$ cat src/rtl/uart_pkg.sv
// rtl/uart_pkg.sv - shared state encoding and rate constants for the UART message path
package uart_pkg;

    typedef enum logic [1:0] {
        IDLE = 2'd0,
        SEND = 2'd1,
        DONE = 2'd2
    } seq_state_t;

    // 48 MHz system clock, 2 Hz message tick: 48e6 * 2932031 / 2^46 ~= 2.0 Hz
    localparam int unsigned     ACC_W_DEFAULT    = 46;
    localparam longint unsigned TICK_INC_DEFAULT = 64'd2932031;

    localparam int unsigned     UART_BAUD        = 115200;

endpackage

$ cat src/rtl/message_tick_gen.sv
// rtl/message_tick_gen.sv - phase-accumulator tick generator
//
// Purpose: emits a registered one-cycle tick whenever the phase accumulator
//          wraps; rate = f_clk * TICK_INC / 2^ACC_W. Also usable as a baud strobe.
// Ports:
//   clk     in  system clock
//   reset   in  synchronous, active-high reset
//   enable  in  run the accumulator; while low, accumulator and tick stay at 0
//   tick    out one-cycle pulse on accumulator carry-out
module message_tick_gen
    import uart_pkg::*;
#(
    parameter int unsigned     ACC_W    = ACC_W_DEFAULT,
    parameter longint unsigned TICK_INC = TICK_INC_DEFAULT
) (
    input  logic clk,
    input  logic reset,
    input  logic enable,
    output logic tick
);

    logic [ACC_W-1:0] acc;
    logic [ACC_W:0]   sum;

    // Carry of the (ACC_W+1)-bit sum is the tick
    assign sum = {1'b0, acc} + (ACC_W+1)'(TICK_INC);

    // Holding at zero while disabled makes the first tick land one full
    // period after enable rises.
    always_ff @(posedge clk) begin
        if (reset || !enable) begin
            acc  <= '0;
            tick <= 1'b0;
        end else begin
            {tick, acc} <= sum;
        end
    end

endmodule

$ cat src/rtl/uart_message_sequencer.sv
// rtl/uart_message_sequencer.sv - periodic fixed-message streamer toward uart_tx
//
// Purpose: on each tick (while enabled) streams MSG_LEN characters of MSG to
//          uart_tx over a valid/ready handshake; char 0 is the MSB byte of MSG.
// Ports:
//   clk         in  system clock
//   reset       in  synchronous, active-high reset
//   enable      in  permits new messages to start
//   tx_ready    in  uart_tx accepts a byte this cycle
//   tx_valid    out tx_data valid, held until accepted
//   tx_data     out current character
//   char_index  out index of the character being offered
//   busy        out message in progress
//   msg_done    out one-cycle pulse after the last character is accepted
//   overrun     out one-cycle pulse when a tick arrives while busy
module uart_message_sequencer
    import uart_pkg::*;
#(
    parameter int unsigned             ACC_W    = ACC_W_DEFAULT,
    parameter longint unsigned         TICK_INC = TICK_INC_DEFAULT,
    parameter int unsigned             MSG_LEN  = 16,
    parameter logic [8*MSG_LEN-1:0]    MSG      = "Hello World!\r\n  "
) (
    input  logic       clk,
    input  logic       reset,
    input  logic       enable,
    input  logic       tx_ready,
    output logic       tx_valid,
    output logic [7:0] tx_data,
    output logic [3:0] char_index,
    output logic       busy,
    output logic       msg_done,
    output logic       overrun
);

    localparam logic [3:0] LAST_INDEX = 4'(MSG_LEN - 1);

    seq_state_t state;
    logic       tick;
    logic [3:0] next_index;

    message_tick_gen #(
        .ACC_W    (ACC_W),
        .TICK_INC (TICK_INC)
    ) u_tick (
        .clk    (clk),
        .reset  (reset),
        .enable (enable),
        .tick   (tick)
    );

    // Combinational ROM: constant part-selects avoid out-of-range slicing
    function automatic logic [7:0] rom_byte(input logic [3:0] idx);
        logic [7:0] b;
        b = 8'h00;
        for (int i = 0; i < int'(MSG_LEN); i++) begin
            if (idx == 4'(i)) b = MSG[8*(int'(MSG_LEN)-1-i) +: 8];
        end
        return b;
    endfunction

    assign next_index = char_index + 4'd1;

    always_ff @(posedge clk) begin
        if (reset) begin
            state      <= IDLE;
            tx_valid   <= 1'b0;
            tx_data    <= 8'h00;
            char_index <= 4'd0;
            busy       <= 1'b0;
            msg_done   <= 1'b0;
            overrun    <= 1'b0;
        end else begin
            msg_done <= 1'b0;
            // Ticks are never queued; one arriving in SEND or DONE is dropped
            overrun  <= tick && (state != IDLE);

            case (state)
                IDLE: begin
                    if (tick && enable) begin
                        state      <= SEND;
                        char_index <= 4'd0;
                        tx_data    <= rom_byte(4'd0);
                        tx_valid   <= 1'b1;
                        busy       <= 1'b1;
                    end
                end
                SEND: begin
                    // tx_valid is always high here, so tx_ready alone means accepted
                    if (tx_ready) begin
                        if (char_index == LAST_INDEX) begin
                            state      <= DONE;
                            tx_valid   <= 1'b0;
                            char_index <= 4'd0;
                            msg_done   <= 1'b1;
                        end else begin
                            char_index <= next_index;
                            tx_data    <= rom_byte(next_index);
                        end
                    end
                end
                DONE: begin
                    state <= IDLE;
                    busy  <= 1'b0;
                end
                default: begin
                    state    <= IDLE;
                    tx_valid <= 1'b0;
                    busy     <= 1'b0;
                end
            endcase
        end
    end

endmodule

$ cat config.mk
export PLATFORM = sky130hd
export DESIGN_NAME = uart_message_sequencer
export DESIGN_NICKNAME = d
export VERILOG_FILES = /design/src/rtl/uart_pkg.sv /design/src/rtl/message_tick_gen.sv /design/src/rtl/uart_message_sequencer.sv
export SDC_FILE = /design/constraint.sdc
export NUM_CORES = 1
export LEC_CHECK = 0
export ABC_AREA = 1
export CORE_MARGIN = 3
export CORE_UTILIZATION = 60
export DETAILED_ROUTE_END_ITERATION = 8
export PLACE_DENSITY = 0.88
export SLEW_MARGIN = 20
export SYNTH_ARGS = -nofsm -noshare
export SYNTH_HDL_FRONTEND = slang
export SYNTH_SLANG_ARGS = --single-unit
$ cat constraint.sdc
create_clock -name clk -period 3.25 [get_ports clk]
set_clock_uncertainty 0.2 [all_clocks]
set_input_delay 0.65 -clock clk [delete_from_list [all_inputs] [get_ports clk]]
set_output_delay 0.65 -clock clk [all_outputs]
set_load 0.03 [all_outputs]
==> results of run 1 <==
[cells in the final DEF, fill, tap and decap left out, types with 2 or more instances in the layout]
master	instances
nor2_4	3
inv_2	9
a21oi_2	2
ha_1	6
inv_1	65
a21oi_1	52
nand3_1	32
nand3b_1	2
o21ai_0	25
or2_2	2
nor4_1	2
nand2_1	129
xnor2_1	3
nor2_1	64
clkdlybuf4s50_1	18
o21a_1	4
nor3_2	3
o21ai_1	12
buf_4	2
nand4_1	14
nand3_2	2
nand2_4	3
dfxtp_1	64
nor2_2	7
clkbuf_8	10
nor3_1	16
nand2_2	14
clkinv_2	4
o211ai_1	2
xor2_1	6
[state kept, by name, summed over array words and instances, names as in the netlist]
register     flops
tx_valid         1
state            2
u_tick.acc      46
u_tick.tick      1
busy             1
char_index       4
msg_done         1
overrun          1
tx_data          7
[power breakdown]
part           internal [mW]  switching, mW  leakage, nW
logic                 0.0531          0.110         1.07
clock network          0.284          0.296       0.0838
registers              0.806         0.0265        0.520
[final timing paths]
path | startpoint | end | slack (ps) | depth (start not counted)
setup reg to reg | char_index[1] | tx_data[6] | 1060 | 10
setup / recovery | char_index[2] | char_index[2] | 810 | 1
hold reg to reg | u_tick.acc[0] | u_tick.acc[0] | 240 | 1
hold / removal | u_tick.acc[0] | u_tick.acc[0] | 240 | 1
[per-layer routing]
layer  vias to the layer above  track usage  share of wire
li1                       1870            -              -
met1                      1666        0.294           0.43
met2                       112        0.440           0.51
met3                        22       0.0573          0.045
met4                         0        0.114          0.023
met5                         -            0              0
[cell families (layout without fill, tap and decap cells)]
logic type | Yosys count | count (layout) | share of synthesized area
compound gates | 101 | 101 | 0.145
fa+ha+maj | 6 | 6 | 0.0201
other cells | 1 | 1 | 0.00100
buf+inv | 85 | 109 | 0.0911
flops | 64 | 64 | 0.343
simple gates | 298 | 298 | 0.374
xor+xnor | 10 | 10 | 0.0255
[through the flow]
stage / util / instance area (sq um) / setup WS (ps)
floorplan: - / 3730 / 1120
global placement: 0.662 / 3970 / 781
detailed placement: 0.662 / 3970 / 692
CTS: 0.689 / 4130 / 808
global route: 0.689 / 4130 / 751
finish: 0.689 / 4130 / 808
[area by class of cell]
class,instances,area share
clock buffer,10,0.0334
clock inverter,4,0.00546
inverter,75,0.0685
multi-input combinational,416,0.512
sequential,64,0.311
tap,75,0.0227
timing repair buffer,20,0.0473
==> impl_metrics.tcl, run 1 <==
set metrics [dict create \
    cap_violations 0 \
    drt-total-wl_microns 8530 \
    path_delay_family "buffers and inverters" \
    hold_ws_ps 244 \
    grt_pass1_wl_microns 14900 \
    dieArea_sq_mm 0.00721 \
    antenna_found_initial 0 \
    drv_slew 0 \
    ys_async_sr_fraction 0 \
    syn_nets 575 \
    syn_area_per_cell_sq_um 6.61 \
    hp-class "reg2reg" \
    layout_min_cycle_time_ps 2440 \
    clk_pin_slew_ps 70 \
    worst_slew_pin_slew_ps 778 \
    crit_buf_inv 1 \
    cts_tree "done" \
    fin_crit_sh 0.752 \
    crit_chain "clkdlybuf4s50_1" \
    gp_congestion 0.910 \
    yosys-top-cells-count "nand2_1, inv_1, dfxtp_1, nor2_1, a21oi_1" \
    outcome "finished clean" \
    rows 28 \
    synthTopCellsByArea "dfxtp_1, nand2_1, a21oi_1" \
    die_x_microns 84.9 \
    yosysMostFrequentCell "nand2_1" \
    synth-seq-cells 64 \
    core_sq_mm 0.00599 \
    cp-end-kind "output port" \
    startpoint_type "flip-flop" \
    post_cts_buffers 0 \
    clock-sinks 64 \
    placed_cells 650 \
    drc 0 \
    cts_htree_levels 3 \
    cts.path.max_buffers 2 \
    seqCellArea_sq_mm 0.00128 \
    grt_max_degree 26 \
    fill_cells 487 \
    crit_type "reg2out" \
    syn_inst 565 \
    max-vdd-ir-drop_mv 0.400 \
    setup_tns_ps 0 \
    drtPass1Iterations 5 \
    num-nets-final 596 \
    ys_types 42 \
    n_antenna_cell 0 \
    synthFlopType "dfxtp_1" \
    post_cts_resized 0 \
    syn-cell-area_sq_mm 0.00373 \
    multi_input_area_sq_mm 0.00211 \
    clockRootBuffer "clkbuf_8" \
    finalSetupViolCount 0 \
    syn_to_final_growth_pct 10.5 \
    die_h_microns 84.9 \
    synth_edf_count 0 \
    crit_fanout 7 \
    hold_buffers 0 \
    hold_violations 0 \
    globalRouteTotalUtil 0.252 \
    initial_core_util 0.623 \
    vias 3670 \
    seq_area_frac_synth 0.343 \
    yosys.area.top_type "dfxtp_1" \
    finalNonFillerCells 664 \
    io_buffers 18 \
    vias_per_cell 5.53 \
    pin_count 20 \
    slew_headroom 0.481 \
    crit_arrival_ps 1590 \
    crit_path_max_incr_delay_ps 740 \
    power_density_mw_per_mm2 382 \
    cp.required_ps 2400 \
    synth_top_area_frac 0.343 \
    rsz0062_at_grt "no" \
    numCtsBuffers 9 \
    power_mw 1.58 \
    clk_latency_ps 340 \
    place_hpwl_microns 6250 \
    drive_above_1_share 0.112 \
    fmax_ghz 0.409 \
    ant_nets 0 \
    p_leak_nw 1.67 \
    crit_slowest_cell "clkdlybuf4s50_1" \
    drtIter0Drc 264 \
    ys_warn_count 0 \
    grt_remaining_overflow 0 \
    grt_pass1_vias 3524 \
    wire_per_inst_microns 12.8 \
]
Note: power is estimated with default switching activity, not from simulation.
==> run 2, diff against run 1 <==
CORE_UTILIZATION = 54   (was 60)
PLACE_DENSITY = 0.84   (was 0.88)
clock period = 2.2 ns   (was 3.25 ns; I/O delays follow)
==> impl_metrics.tcl, run 2 (synthesis results as in run 1) <==
set metrics [dict create \
    crit_type "reg2out" \
    io_buffers 18 \
    vias_per_cell 5.36 \
    fill_cells 571 \
    drive_above_1_share 0.129 \
    crit_slowest_cell "clkdlybuf4s50_1" \
    initial_core_util 0.572 \
    hp-class "reg2reg" \
    post_cts_buffers 0 \
    hp-start "u_tick.acc[0]" \
    layout_min_cycle_time_ps 2090 \
    layout_commonest_cell "nand2_1" \
    cts_htree_levels 3 \
    rsz0062_at_grt "no" \
    place_area_sq_mm 0.00401 \
    die_h_microns 89.2 \
    r2r_start "char_index[0]" \
    rows 29 \
    crit_arrival_ps 1450 \
    layout_common_cells "nand2_1, inv_1, nor2_1" \
    die_x_microns 89.2 \
    power_density_mw_per_mm2 589 \
    critPathLaunch "char_index[3]" \
    cap_violations 0 \
    fin_crit_sh 0.952 \
    drc 0 \
    power_mw 2.49 \
    drv_slew 0 \
    crit_fanout 5 \
    vias 3602 \
    finalSetupViolCount 0 \
    p_int_mw 1.80 \
    top_regs "u_tick.acc x46, tx_data x7, char_index x4" \
    cp-end-kind "output port" \
    power.share.sequential 0.493 \
    grt_pass1_vias 3467 \
    ant_nets 0 \
    swShare 0.278 \
    cp.required_ps 1560 \
    clk_pin_slew_ps 70 \
    setup_tns_ps 0 \
    n_antenna_cell 0 \
    grt_max_degree 26 \
    startpoint_type "flip-flop" \
    grt_remaining_overflow 0 \
    syn_to_final_growth_pct 13.3 \
    clockRootBuffer "clkbuf_8" \
    largest_register_ffs 46 \
    clock-sinks 64 \
    drt-total-wl_microns 8340 \
    top_register "u_tick.acc" \
    core_sq_mm 0.00653 \
    hold_ws_ps 266 \
    clockPowerShare 0.408 \
    max-vdd-ir-drop_mv 0.468 \
    pin_count 20 \
    outcome "finished clean" \
    globalRouteTotalUtil 0.231 \
    clk_latency_ps 350 \
    place_hpwl_microns 6160 \
    num-nets-final 600 \
    fin_area_sq_mm 0.00423 \
    setup_ws_ps 106 \
    wire_per_inst_microns 12.4 \
    crit_buf_inv 1 \
    dieArea_sq_mm 0.00795 \
    hold_violations 0 \
    p_switching_mw 0.693 \
    path_delay_family "buffers and inverters" \
    crit_chain "clkdlybuf4s50_1" \
    numCtsBuffers 9 \
    fmax_ghz 0.477 \
    cts_tree "done" \
    drtIter0Drc 275 \
    crit_path_max_incr_delay_ps 700 \
    cts.path.max_buffers 2 \
    p_leak_nw 1.73 \
    drtPass1Iterations 4 \
    combPwrFrac 0.099 \
    gp_congestion 0.885 \
    grt_pass1_wl_microns 14500 \
    place_ws_ps 1.10 \
    antenna_found_initial 0 \
]
[run 2: cell types whose count changed in the layout (fill, tap and decap cells not counted), moves of 2 or more]
cell,previous run,this run
buf_4,2,5
clkdlybuf4s50_1,18,15
dfxtp_1,64,61
dfxtp_2,0,3
dlygate4sd2_1,0,3
clkinv_4,0,2
[run 2: timing repair]
action,CTS,global route
endpoints found under the setup margin,3,7
resized for setup,3,7
hold buffers,0,0
[run 2: worst reg2reg max path, delay by kind of cell, from the launching register on]
| family | cells | cell delay [ps] |
|---|---|---|
| and+or+nand+nor | 8 | 950 |
| adders and majority gates | 1 | 260 |
| buffers and inverters | 1 | 110 |
| AOI/OAI and AO/OA | 1 | 60 |
| DFF | 1 | 400 |
[run 2: per-stage QoR]
| step | cells | util |
|---|---|---|
| after floorplan | 565 | - |
| after global placement | 656 | 0.614 |
| after detailed placement | 656 | 0.614 |
| after CTS | 672 | 0.643 |
| after global routing | 672 | 0.648 |
| final | 672 | 0.648 |
[run 2: final cells by class]
class | instances | area (sq um) | share of cell area
flip-flops and latches | 64 | 1280 | 0.304
inverters | 75 | 283 | 0.0668
clock buffers | 9 | 124 | 0.0293
clock inverters | 7 | 71.3 | 0.0169
repair buffers | 24 | 234 | 0.0553
well taps | 77 | 96.3 | 0.0228
multi-input cells | 416 | 2140 | 0.505
[run 2: path summary, 6_finish.rpt]
check | end | slack, ps | cells past startpoint
worst min register to register | u_tick.acc[0] | 270 | 1
worst max register to register | tx_data[5] | 120 | 11
worst max-delay path | char_index[3] | 110 | 1
worst min-delay path | u_tick.acc[0] | 270 | 1
[run 2: power by group through the flow]
stage | clock network (mW) | registers (mW) | logic (mW)
after floorplan | 0 | 1.25 | 0.176
after global placement | 0 | 1.25 | 0.239
after detailed placement | 0 | 1.25 | 0.245
after CTS | 1.03 | 1.23 | 0.245
after global routing | 1.09 | 1.23 | 0.281
final | 1.02 | 1.23 | 0.247
[run 2: per-layer routing]
metal  GRT usage  wire length, microns  vias up
li1            -                     -     1888
met2       0.409                  4220       52
met1       0.262                  3720     1646
met4       0.101                   150        0
met3      0.0562                   246       16
met5           0                     0        -
